**config.mk**
```make
export PLATFORM = sky130hd
export DESIGN_NAME = fetch_unit
export DESIGN_NICKNAME = d
export VERILOG_FILES = /design/src/rtl/fetch_pkg.sv /design/src/rtl/fetch_queue.sv /design/src/rtl/fetch_unit.sv
export SDC_FILE = /design/constraint.sdc
export NUM_CORES = 1
export LEC_CHECK = 0
export BUFFER_PORTS_ARGS = -buffer_cell sky130_fd_sc_hd__buf_4
export CAP_MARGIN = 25
export CORE_ASPECT_RATIO = 1.5
export CORE_MARGIN = 10
export CORE_UTILIZATION = 58
export CTS_CLUSTER_SIZE = 12
export DETAILED_ROUTE_END_ITERATION = 12
export GPL_TIMING_DRIVEN = 0
export PLACE_DENSITY = 0.8
export SLEW_MARGIN = 0
export SYNTH_ARGS = -nofsm -noshare
export SYNTH_HDL_FRONTEND = slang
export SYNTH_HIERARCHICAL = 1
export SYNTH_SLANG_ARGS = --single-unit
```
**constraint.sdc**
```tcl
create_clock -name clk -period 4 [get_ports clk]
set_input_delay 0.2 -clock clk [delete_from_list [all_inputs] [get_ports clk]]
set_output_delay 0.2 -clock clk [all_outputs]
set_load 0.05 [all_outputs]
```
**src/rtl/fetch_pkg.sv**
```systemverilog
// Shared definitions for the instruction-fetch stage.
//   fetch_entry_t : one prefetch-queue entry {instr, pc} at the default widths.
//   PTR_W         : queue pointer width for the default depth.
package fetch_pkg;

    localparam int DEF_ADDR_W  = 24;
    localparam int DEF_INSTR_W = 32;
    localparam int DEF_DEPTH   = 4;
    localparam int PTR_W       = $clog2(DEF_DEPTH);

    typedef struct packed {
        logic [DEF_INSTR_W-1:0] instr;
        logic [DEF_ADDR_W-1:0]  pc;
    } fetch_entry_t;

endpackage

```
**src/rtl/fetch_queue.sv**
```systemverilog
// Synchronous FIFO holding prefetched {instr, pc} entries.
//   clk, rst  : clock, async active-high reset
//   push      : write pushData at the tail
//   pop       : advance the head
//   flush     : empty the queue; overrides push and pop in the same cycle
//   pushData  : entry to write
//   headData  : entry at the head, all zeros while empty
//   count     : number of stored entries (0..DEPTH)
module fetch_queue #(
    parameter int WIDTH = 56,
    parameter int DEPTH = 4,
    localparam int PTR_W = $clog2(DEPTH),
    localparam int CNT_W = PTR_W + 1
) (
    input  logic             clk,
    input  logic             rst,
    input  logic             push,
    input  logic             pop,
    input  logic             flush,
    input  logic [WIDTH-1:0] pushData,
    output logic [WIDTH-1:0] headData,
    output logic [CNT_W-1:0] count
);

    logic [WIDTH-1:0] storage [DEPTH];
    logic [PTR_W-1:0] wrPtr;
    logic [PTR_W-1:0] rdPtr;

    // Storage needs no reset: an empty queue never exposes its contents.
    always_ff @(posedge clk) begin
        if (push && !flush) begin
            storage[wrPtr] <= pushData;
        end
    end

    // DEPTH is a power of two, so pointer arithmetic wraps for free.
    always_ff @(posedge clk or posedge rst) begin
        if (rst) begin
            wrPtr <= '0;
            rdPtr <= '0;
            count <= '0;
        end else if (flush) begin
            wrPtr <= '0;
            rdPtr <= '0;
            count <= '0;
        end else begin
            if (push) begin
                wrPtr <= wrPtr + PTR_W'(1);
            end
            if (pop) begin
                rdPtr <= rdPtr + PTR_W'(1);
            end
            count <= count + CNT_W'(push) - CNT_W'(pop);
        end
    end

    assign headData = (count != '0) ? storage[rdPtr] : '0;

endmodule

```
**src/rtl/fetch_unit.sv**
```systemverilog
// Instruction-fetch stage: PC generation, combinational instruction-memory
// read, and a prefetch queue feeding decode through valid/ready.
//   clk, rst    : clock, async active-high reset
//   halt        : stop fetching; the queue keeps draining
//   branchFlag  : redirect to branchAddr, flushing the queue
//   branchAddr  : redirect target
//   imem_addr   : memory address, low bits of pc
//   imem_data   : memory read data for imem_addr
//   out_valid   : head entry valid
//   out_ready   : decode takes the head this cycle
//   out_instr   : head instruction (0 when empty)
//   out_pc      : head pc (0 when empty)
//   occupancy   : queued entry count
module fetch_unit
    import fetch_pkg::*;
#(
    parameter int ADDR_W     = DEF_ADDR_W,
    parameter int INSTR_W    = DEF_INSTR_W,
    parameter int MEM_ADDR_W = 14,
    parameter int PC_STEP    = 4,
    parameter int DEPTH      = DEF_DEPTH,
    parameter logic [ADDR_W-1:0] RESET_PC = '0,
    localparam int OCC_W = $clog2(DEPTH) + 1
) (
    input  logic                  clk,
    input  logic                  rst,
    input  logic                  halt,
    input  logic                  branchFlag,
    input  logic [ADDR_W-1:0]     branchAddr,
    output logic [MEM_ADDR_W-1:0] imem_addr,
    input  logic [INSTR_W-1:0]    imem_data,
    output logic                  out_valid,
    input  logic                  out_ready,
    output logic [INSTR_W-1:0]    out_instr,
    output logic [ADDR_W-1:0]     out_pc,
    output logic [OCC_W-1:0]      occupancy
);

    logic [ADDR_W-1:0]         pc;
    logic                      push;
    logic                      pop;
    logic [INSTR_W+ADDR_W-1:0] headData;

    assign out_valid = (occupancy != '0);
    assign pop       = out_valid && out_ready;
    // A full queue can still accept when its head leaves in the same cycle.
    assign push      = !halt && !branchFlag &&
                       ((occupancy < OCC_W'(DEPTH)) || pop);

    always_ff @(posedge clk or posedge rst) begin
        if (rst) begin
            pc <= RESET_PC;
        end else if (branchFlag) begin
            pc <= branchAddr;
        end else if (push) begin
            pc <= pc + ADDR_W'(PC_STEP);
        end
    end

    assign imem_addr = pc[MEM_ADDR_W-1:0];

    fetch_queue #(
        .WIDTH(INSTR_W + ADDR_W),
        .DEPTH(DEPTH)
    ) uQueue (
        .clk      (clk),
        .rst      (rst),
        .push     (push),
        .pop      (pop),
        .flush    (branchFlag),
        .pushData ({imem_data, pc}),
        .headData (headData),
        .count    (occupancy)
    );

    assign {out_instr, out_pc} = headData;

endmodule

```
==> results of run 1 <==
==> registers in the layout (all words and copies together) (netlist names) <==
register / flops
pc: 24
uQueue/count: 3
uQueue/wrPtr: 2
uQueue/rdPtr: 2
uQueue/storage: 224
==> layout make-up <==
| class | count | area (um2) | area share, % |
|---|---|---|---|
| Buffer | 42 | 278 | 2.14 |
| Clock buffer | 45 | 732 | 5.63 |
| Inverter | 10 | 37.5 | 0.289 |
| Multi-Input combinational cell | 259 | 2600 | 20.0 |
| Sequential cell | 255 | 7500 | 57.7 |
| Tap cell | 213 | 267 | 2.05 |
| Timing Repair Buffer | 191 | 1590 | 12.3 |
==> final timing paths <==
kind                            slack, ns                      start                         endpoint
worst min-delay path                 0.02             branchAddr[20]               pc[20]$_DFFE_PP0P_
worst max register to register       1.24  uQueue/count[2]$_DFF_PP0_  uQueue/storage[3][23]$_DFFE_PP_
min in group asynchronous            0.22                        rst                pc[0]$_DFFE_PP0P_
worst min register to register       0.54          pc[1]$_DFFE_PP0P_   uQueue/storage[0][1]$_DFFE_PP_
worst max-delay path                 0.86                 branchFlag  uQueue/storage[3][23]$_DFFE_PP_
max in group asynchronous            3.37                        rst               pc[15]$_DFFE_PP0P_
==> power groups by stage <==
stage | Clock, mW | Combinational, mW | Sequential, mW
2_1_floorplan | 0 | 2.21 | 3.16
3_3_place_gp | 0 | 3.13 | 3.14
3_5_place_dp | 0 | 3.18 | 3.15
4_1_cts | 2.14 | 3.24 | 3.10
5_1_grt | 2.24 | 3.38 | 3.11
6_report | 2.10 | 3.21 | 3.10
==> cell usage after synthesis (3+ instances only) <==
master and n:
nor2_1 17, and2_1 61, nand4_1 6, dfrtp_1 31, or4_1 12, buf_2 4
ha_1 7, and4_1 3, buf_4 18, xnor2_1 8, mux4_2 56, a31oi_1 10
nand3_1 10, buf_1 3, o21ai_0 10, inv_1 10, clkbuf_1 13, edfxtp_1 224
o31ai_1 10, nor2b_1 4, or3_1 3, xor2_1 3, nand2_1 17
==> tightest hold or removal path: cells and delay by family <==
family	cells	cell delay [ns]
buffers and inverters	1	0.08
AND/OR/NAND/NOR	1	0.04
AO/OA/AOI/OAI	1	0.15
==> routing by layer <==
layer	share of wire (%)	track usage, %
met1	38	23.2
met2	55	34.4
met5	0	0
met4	2.1	6.07
met3	5.3	2.80
==> stage by stage <==
stage	hold slack, ns	TNS [ns]
finish	0.0191	0
global route	0.00360	0
CTS	0.00232	0
detailed placement	0.184	0
global placement	0.171	-104.24
floorplan	0.00340	0
==> logic make-up after synthesis <==
group | count (synthesis)
flip-flops | 255
AO/OA/AOI/OAI | 34
multiplexers | 60
AND/OR/NAND/NOR | 145
XOR/XNOR | 12
buffers and inverters | 52
adder cells (fa/ha/maj) | 8
==> impl_metrics.yaml, run 1 <==
clock_network:
  cts_setup_buffers: 0
  ctsHoldBuffers: 56
  cts_resized: 0
  cts_tree: "yes"
  cts_sinks: 255
  htree_levels: 1
  clock_latency_ns: 0.50
  clkTransAtPathRegs_ns: 0.06
  clock_path_buffers: 3
  cts_root_buf: "clkbuf_16"
  cts_buffers: 25
synth:
  synth_area_leaders: "edfxtp_1 (65%), mux4_2 (12%), dfrtp_1 (7.5%)"
  syn_inst: 566
  synth_fa_ha_area_share_pct: 1.03
  ys.warnings.count: 6
  ys_seq_elements: 255
  ys_dominant_reg_cell: "edfxtp_1"
  synth_mux_area_share_pct: 12.5
  synth-compound-area-share_pct: 2.09
  synth_top_family_by_area: "multiplexers"
  postSynth.asyncResetShare_pct: 12.2
  synth_xor_area_share_pct: 1.14
  synth_top_area_share_pct: 64.6
  post_synth.cell_area_avg_um2: 18.4
  synthSimpleGateAreaFrac_pct: 8.07
  ys_types: 40
  synth_edf_count: 224
  synth_area_um2: 10400
  yosysSeqAreaShare_pct: 72.1
  synth_fp_nets: 635
  synth.largest_area_cell: "edfxtp_1"
pwr:
  p_int_mw: 5.39
  p_comb_share_pct: 38.1
  p_leak_nw: 4.61
  sw_frac_of_total_pct: 36.0
  clkPwrFrac_pct: 25.0
  power_density_nw_per_um2: 647
  sequentialPowerShare_pct: 36.8
  vdd_drop_max_v: 0.000341
  finalPower_mw: 8.41
  power.switching_mw: 3.03
route:
  via_per_inst: 5.76
  drc: 0
  ant_nets: 0
  wl_per_cell_um: 22.2
  num_vias: 5847
  drt_iter0_drc: 464
  drt_wl_total_mm: 22.5
  first_pass_iters: 5
worst_setup_path:
  worst_ep_required_time_ns: 4.12
  ff2ff_path_depth: 5
  critPathBufInv: 4
  crit_path_cell_trace: "dlygate4sd3_1 -> buf_4 -> clkbuf_1 -> clkbuf_1 -> nor3_1 -> nor2b_1 -> and2_4"
  critPathKind: "in2reg"
  crit_path_end_kind: "flop"
  cp.depth: 7
  path_max_fanout: 56
  critPathArrivalTime_ns: 3.26
  setup.worst_path.start_class: "primary input"
  critPathSlowestCell: "and2_4"
  max_stage_delay_ns: 0.79
  cpMostUsedCell: "clkbuf_1"
  cp_top_family: "simple AND/OR/NAND/NOR gates"
placement:
  placed_area_um2: 11700
  place.gp.congestion: 0.887
  hpwl_mm: 14.0
  dp_slack_ns: 0.912
  port_buffers: 134
  place_inst: 913
floorplanning:
  die_h_um: 184
  die_area_um2: 23800
  pin_count: 135
  die_w_um: 129
  core_um2: 17500
  initial_core_util_pct: 59.5
  rows: 59
sta:
  setup_viol: 0
  relSlewSlack_pct: 40.5
  hold_violations: 0
  slew_violations: 0
  fin_crit_sh_pct: 78.6
  worst_pin_slew_ns: 0.893
  fmax_mhz: 318
  post-route-worst-setup-slack_ns: 0.856
  grt_setup_unrepaired: "false"
  post-route-min-period_ns: 3.14
  clock_skew_ns: 0.00978
worst_hold_path:
  min_path_cells: 3
  hp-class: "in2reg"
layout:
  diodes: 0
  fin_area_um2: 13000
  finalNetCount: 853
  layout_commonest_cell: "edfxtp_1"
  drive_gt1_share_pct: 31.4
  syn2layout_area_growth_pct: 25.0
  nFillCells: 1032
  stdcell_count: 1015
  layout_common_cells: "edfxtp_1 (224), buf_4 (152), and2_1 (57)"
  fin_util_pct: 74.3
global_route:
  grt_first_pass_wirelength_mm: 35.4
  antenna_found_initial: 0
  track_usage_pct: 19.2
  grt_pass1_vias: 6340
  grt_max_degree: 57
  gr-total-overflow: 0
outcome:
  status: "complete, no violations"
flow_run:
  maxCapViolCount: 0
Note: power is estimated with default switching activity, not from simulation.
==> inputs of run 2 (changes only) <==
==> constraint.sdc (replaced) <==
create_clock -name clk -period 3 [get_ports clk]
set_input_delay 0.15 -clock clk [delete_from_list [all_inputs] [get_ports clk]]
set_output_delay 0.15 -clock clk [all_outputs]
set_load 0.05 [all_outputs]
==> run 2 against run 1 <==
  * Final area hardly changed
  * First-iteration DRC count is 7.3% lower
  * Global-route usage about the same
  * Via count rose by 1.4%
  * Sequential power is 33% higher
  * Die area unchanged
  * Utilization hardly changed
  * Clock power increased by 32%
  * Flip-flop and latch count did not move
  * Sequential share of layout area is essentially flat
  * Register-to-register slack worse by 0.93 ns
  * Clock-buffer cell count down 1
==> impl_metrics.yaml, run 2 (synthesis results as in run 1) <==
global_route:
  track_usage_pct: 19.2
  grt_pass1_vias: 6618
  grt_max_degree: 57
  antenna_found_initial: 1
  grt_first_pass_wirelength_mm: 35.7
  gr-total-overflow: 0
floorplanning:
  rows: 59
  core_um2: 17500
  die_area_um2: 23800
  die_h_um: 184
  initial_core_util_pct: 59.5
  die_w_um: 129
  pin_count: 135
worst_setup_path:
  critPathArrivalTime_ns: 2.83
  crit_path_cell_trace: "nor2b_1 -> buf_6 -> nor3_1 -> nor2b_1 -> and2_4"
  worst_ep_required_time_ns: 3.13
  max_stage_delay_ns: 0.78
  cpMostUsedCell: "nor2b_1"
  ff2ff_path_depth: 5
  setup.worst_path.start_class: "flop"
  path_max_fanout: 56
  crit_path_end_kind: "flop"
  critPathBufInv: 1
  cp.depth: 5
  r2r_setup_slack_ns: 0.31
  cp_top_family: "simple AND/OR/NAND/NOR gates"
  critPathSlowestCell: "and2_4"
  critPathKind: "reg2reg"
sta:
  fin_crit_sh_pct: 89.8
  slew_violations: 0
  post-route-min-period_ns: 2.69
  clock_skew_ns: 0.0139
  relSlewSlack_pct: 40.1
  grt_setup_unrepaired: "false"
  worst_pin_slew_ns: 0.899
  worst_hold_slack_ns: 0.0742
  fmax_mhz: 371
  hold_violations: 0
  setup_viol: 0
layout:
  largest_register_ffs: 224
  stdcell_count: 1019
  reg_top3: "uQueue/storage: 224 flops, pc: 24 flops, uQueue/count: 3 flops"
  nFillCells: 1042
  layout_common_cells: "edfxtp_1 (224), buf_4 (152), dlygate4sd3_1 (58)"
  finalNetCount: 855
  syn2layout_area_growth_pct: 25.0
  drive_gt1_share_pct: 31.3
  fin_area_um2: 13000
  layout_commonest_cell: "edfxtp_1"
  max_flop_register: "uQueue/storage"
flow_run:
  maxCapViolCount: 0
clock_network:
  cts_tree: "yes"
  clock_latency_ns: 0.51
  cts_buffers: 25
  cts_setup_buffers: 0
  cts_resized: 0
  clock_path_buffers: 3
  htree_levels: 1
  clkTransAtPathRegs_ns: 0.06
  cts_root_buf: "clkbuf_16"
  cts_sinks: 255
  ctsHoldBuffers: 58
route:
  via_per_inst: 5.82
  drt_wl_total_mm: 22.4
  drc: 0
  first_pass_iters: 4
  ant_nets: 0
  wl_per_cell_um: 22.0
  num_vias: 5926
  drt_iter0_drc: 430
outcome:
  status: "complete, no violations"
placement:
  hpwl_mm: 14.0
  place.gp.congestion: 0.881
  port_buffers: 134
  place_inst: 913
  placed_area_um2: 11700
pwr:
  finalPower_mw: 11.1
  power_density_nw_per_um2: 857
  p_leak_nw: 4.60
  vdd_drop_max_v: 0.000447
worst_hold_path:
  hp-class: "in2reg"
  min_path_cells: 4
run 2: changes by cell type in the layout (fill, tap and decap cells not counted), sizes merged:
cell | before | now
inv | 10 | 11
clkbuf | 58 | 57
clkinvlp | 0 | 1
diode | 0 | 1
dlygate4sd3 | 56 | 58
run 2: report_power, final:
part | internal [mW] | switching, mW
Sequential | 4.00 | 0.128
Clock | 1.57 | 1.22
Combinational | 1.54 | 2.69
run 2: layout make-up:
cell class	instances	area [um2]	area share [%]
sequential	255	7500	57.7
buffer	42	278	2.13
clock buffer	44	697	5.36
inverter	10	37.5	0.288
antenna	1	2.50	0.0192
clock inverter	2	16.3	0.125
multi-input combinational	259	2600	20.0
timing repair buffer	193	1610	12.4
tap	213	267	2.05
run 2: path summary, 6_finish.rpt:
| check | from | to |
|---|---|---|
| worst min register to register | pc[0]$_DFFE_PP0P_ | uQueue/storage[1][0]$_DFFE_PP_ |
| max in group asynchronous | rst | pc[9]$_DFFE_PP0P_ |
| worst max register to register | uQueue/count[2]$_DFF_PP0_ | uQueue/storage[2][21]$_DFFE_PP_ |
| min in group asynchronous | rst | uQueue/rdPtr[1]$_DFFE_PP0P_ |
| worst max-delay path | uQueue/count[2]$_DFF_PP0_ | uQueue/storage[2][21]$_DFFE_PP_ |
| worst min-delay path | halt | pc[5]$_DFFE_PP0P_ |
run 2: per-layer routing:
| metal | track usage, % | share of wire (%) | vias up |
|---|---|---|---|
| met5 | 0 | 0 | - |
| met2 | 34.5 | 55 | 238 |
| met1 | 22.8 | 37 | 2995 |
| met3 | 3.15 | 5.5 | 44 |
| li1 | - | - | 2649 |
| met4 | 6.21 | 2.8 | 0 |
run 2: tightest hold or removal path, stage by stage:
cell	delay [ns]
buf_4	0.12
nor3_1	0.07
xnor2_1	0.11
o21ai_0	0.07
run 2: metrics by stage:
step / worst slack, ns / setup TNS, ns / utilization [%]
detailed placement: -0.00115 / -0.00795 / 66.8
CTS: 0.254 / 0 / 74.2
global placement: -0.379 / -81.08 / 66.8
floorplan: 0.245 / 0 / -
finish: 0.305 / 0 / 74.4
global route: 0.0532 / 0 / 74.4
==> inputs of run 3 (changes only) <==
--- a/config.mk
+++ b/config.mk
@@ -9,11 +9,10 @@
 export CAP_MARGIN = 25
 export CORE_ASPECT_RATIO = 1.5
 export CORE_MARGIN = 10
-export CORE_UTILIZATION = 58
-export CTS_CLUSTER_SIZE = 12
+export CORE_UTILIZATION = 35
+export CTS_CLUSTER_SIZE = 40
 export DETAILED_ROUTE_END_ITERATION = 12
 export GPL_TIMING_DRIVEN = 0
-export PLACE_DENSITY = 0.8
 export SLEW_MARGIN = 0
 export SYNTH_ARGS = -nofsm -noshare
 export SYNTH_HDL_FRONTEND = slang
==> run 3 against run 2 <==
  * Sequential share of layout area down 1.3 points
  * Wire length rose by 3.8%
  * Die area grew 56%
  * Utilization fell by 29 points
  * Fmax decreased by 2.4%
  * Non-clock buffer count rose by 4
  * Via count shrank 3.8%
  * Global-route usage fell by 7.0 points
  * Flip-flop and latch count stayed put
  * Highest routed layer unchanged
  * Register-to-register slack got worse by 0.07 ns
  * Critical path type unchanged
  * Cell count increased by 18%
==> impl_metrics.yaml, run 3 (synthesis results as in run 1) <==
layout:
  fin_util_pct: 45.3
  syn2layout_area_growth_pct: 27.9
  nFillCells: 2546
  multiInputGateArea_um2: 2600
  layout_common_cells: "edfxtp_1 (224), buf_4 (152), dlygate4sd3_1 (58)"
  fin_area_um2: 13300
  diodes: 0
  largest_register_ffs: 224
  reg_top3: "uQueue/storage: 224 flops, pc: 24 flops, uQueue/count: 3 flops"
  layout_commonest_cell: "edfxtp_1"
  finalNetCount: 858
  seq_area_um2: 7500
  drive_gt1_share_pct: 32.4
  max_flop_register: "uQueue/storage"
worst_setup_path:
  crit_path_cell_trace: "nor2b_1 -> buf_6 -> nor3_1 -> nor2b_1 -> and2_4 -> buf_12"
  path_max_fanout: 29
  critPathSlowestCell: "and2_4"
  r2r_setup_slack_ns: 0.24
  critPathKind: "reg2reg"
  max_stage_delay_ns: 0.54
  r2r_start: "uQueue/count[2]$_DFF_PP0_"
  crit_path_end_kind: "flop"
  cpMostUsedCell: "nor2b_1"
  reg2reg_to: "uQueue/storage[1][33]$_DFFE_PP_"
  cp_top_family: "simple AND/OR/NAND/NOR gates"
  critPathArrivalTime_ns: 2.97
  ff2ff_path_depth: 6
  worst_ep_required_time_ns: 3.21
  critPathBufInv: 2
  setup.worst_path.start_class: "flop"
sta:
  worst_hold_slack_ns: 0.0569
  post-route-min-period_ns: 2.76
  relSlewSlack_pct: 52.5
  setup_viol: 0
  slew_violations: 0
  worst_pin_slew_ns: 0.712
  clock_skew_ns: 0.00825
  fin_crit_sh_pct: 92.0
  grt_setup_unrepaired: "false"
  hold_violations: 0
  fmax_mhz: 362
global_route:
  track_usage_pct: 12.2
  gr-total-overflow: 0
  antenna_found_initial: 0
  grt_max_degree: 31
  grt_pass1_vias: 6196
  grt_first_pass_wirelength_mm: 35.5
pwr:
  p_leak_nw: 4.65
  vdd_drop_max_v: 0.000523
  power_density_nw_per_um2: 840
flow_run:
  maxCapViolCount: 0
clock_network:
  cts_sinks: 255
  clock_latency_ns: 0.52
  clock_path_buffers: 3
  cts_buffers: 24
  cts_root_buf: "clkbuf_16"
  clkTransAtPathRegs_ns: 0.06
  cts_resized: 0
  htree_levels: 1
  ctsHoldBuffers: 58
  cts_setup_buffers: 0
  cts_tree: "yes"
route:
  drc: 0
  wl_per_cell_um: 19.4
  drt_iter0_drc: 263
  num_vias: 5698
  first_pass_iters: 4
  drt_wl_total_mm: 23.3
  ant_nets: 0
  via_per_inst: 4.74
floorplanning:
  core_um2: 29400
  die_h_um: 231
  die_area_um2: 37200
  initial_core_util_pct: 35.4
  die_w_um: 161
  pin_count: 135
  rows: 77
placement:
  hpwl_mm: 15.5
  port_buffers: 134
  placed_area_um2: 12000
  place.gp.congestion: 0.762
worst_hold_path:
  hp-class: "in2reg"
  hold_end: "pc[5]$_DFFE_PP0P_"
  hold_start: "halt"
  min_path_cells: 4
outcome:
  status: "complete, no violations"
## run 3: per-stage QoR
step	cells	setup WS [ns]	setup TNS, ns	total power [mW]
after floorplan	566	0.245	0	7.16
after global placement	1095	-0.606	-132.42	8.50
after detailed placement	1100	-0.0262	-1.47	8.53
after CTS	1201	0.201	0	11.4
after global routing	1201	0.0974	0	11.7
final	1201	0.240	0	11.2
## run 3: tightest hold or removal path, stage by stage
cell	delay [ns]
buf_4	0.12
nor3_1	0.07
xnor2_1	0.12
o21ai_0	0.07
## run 3: worst max-delay path by stage
| stage | cells after the start | endpoint | startpoint |
|---|---|---|---|
| final | 6 | uQueue/storage[1][33]$_DFFE_PP_ | uQueue/count[2]$_DFF_PP0_ |
| after global routing | 5 | out_instr[2] | uQueue/count[1]$_DFF_PP0_ |
| after CTS | 5 | out_instr[2] | uQueue/count[1]$_DFF_PP0_ |
| after detailed placement | 7 | uQueue/storage[0][31]$_DFFE_PP_ | branchFlag |
| after global placement | 6 | uQueue/storage[2][31]$_DFFE_PP_ | branchFlag |
| after floorplan | 9 | uQueue/count[2]$_DFF_PP0_ | uQueue/count[1]$_DFF_PP0_ |
## run 3: cell type report
type                            count  area share [%]
Sequential cell                   255            56.4
Multi-Input combinational cell    259            19.5
Timing Repair Buffer              197            12.7
Clock buffer                       29            4.81
Tap cell                          395            3.71
Buffer                             42            2.09
Clock inverter                     14           0.545
Inverter                           10           0.282
## run 3: report_power, final
group	switching, mW	total, mW	internal, mW	leakage (nW)
registers	0.123	4.12	4.00	2.40
logic	2.74	4.29	1.55	1.90
clock network	1.24	2.77	1.52	0.352
total	4.10	11.2	7.07	4.65
## run 3: metal layers
metal  up-vias  share of wire, %  track usage [%]
met3        22               4.0             1.99
li1       2656                 -                -
met2       132                54             22.2
met1      2888                41             14.5
met5         -                 0                0
met4         0               1.7             3.62
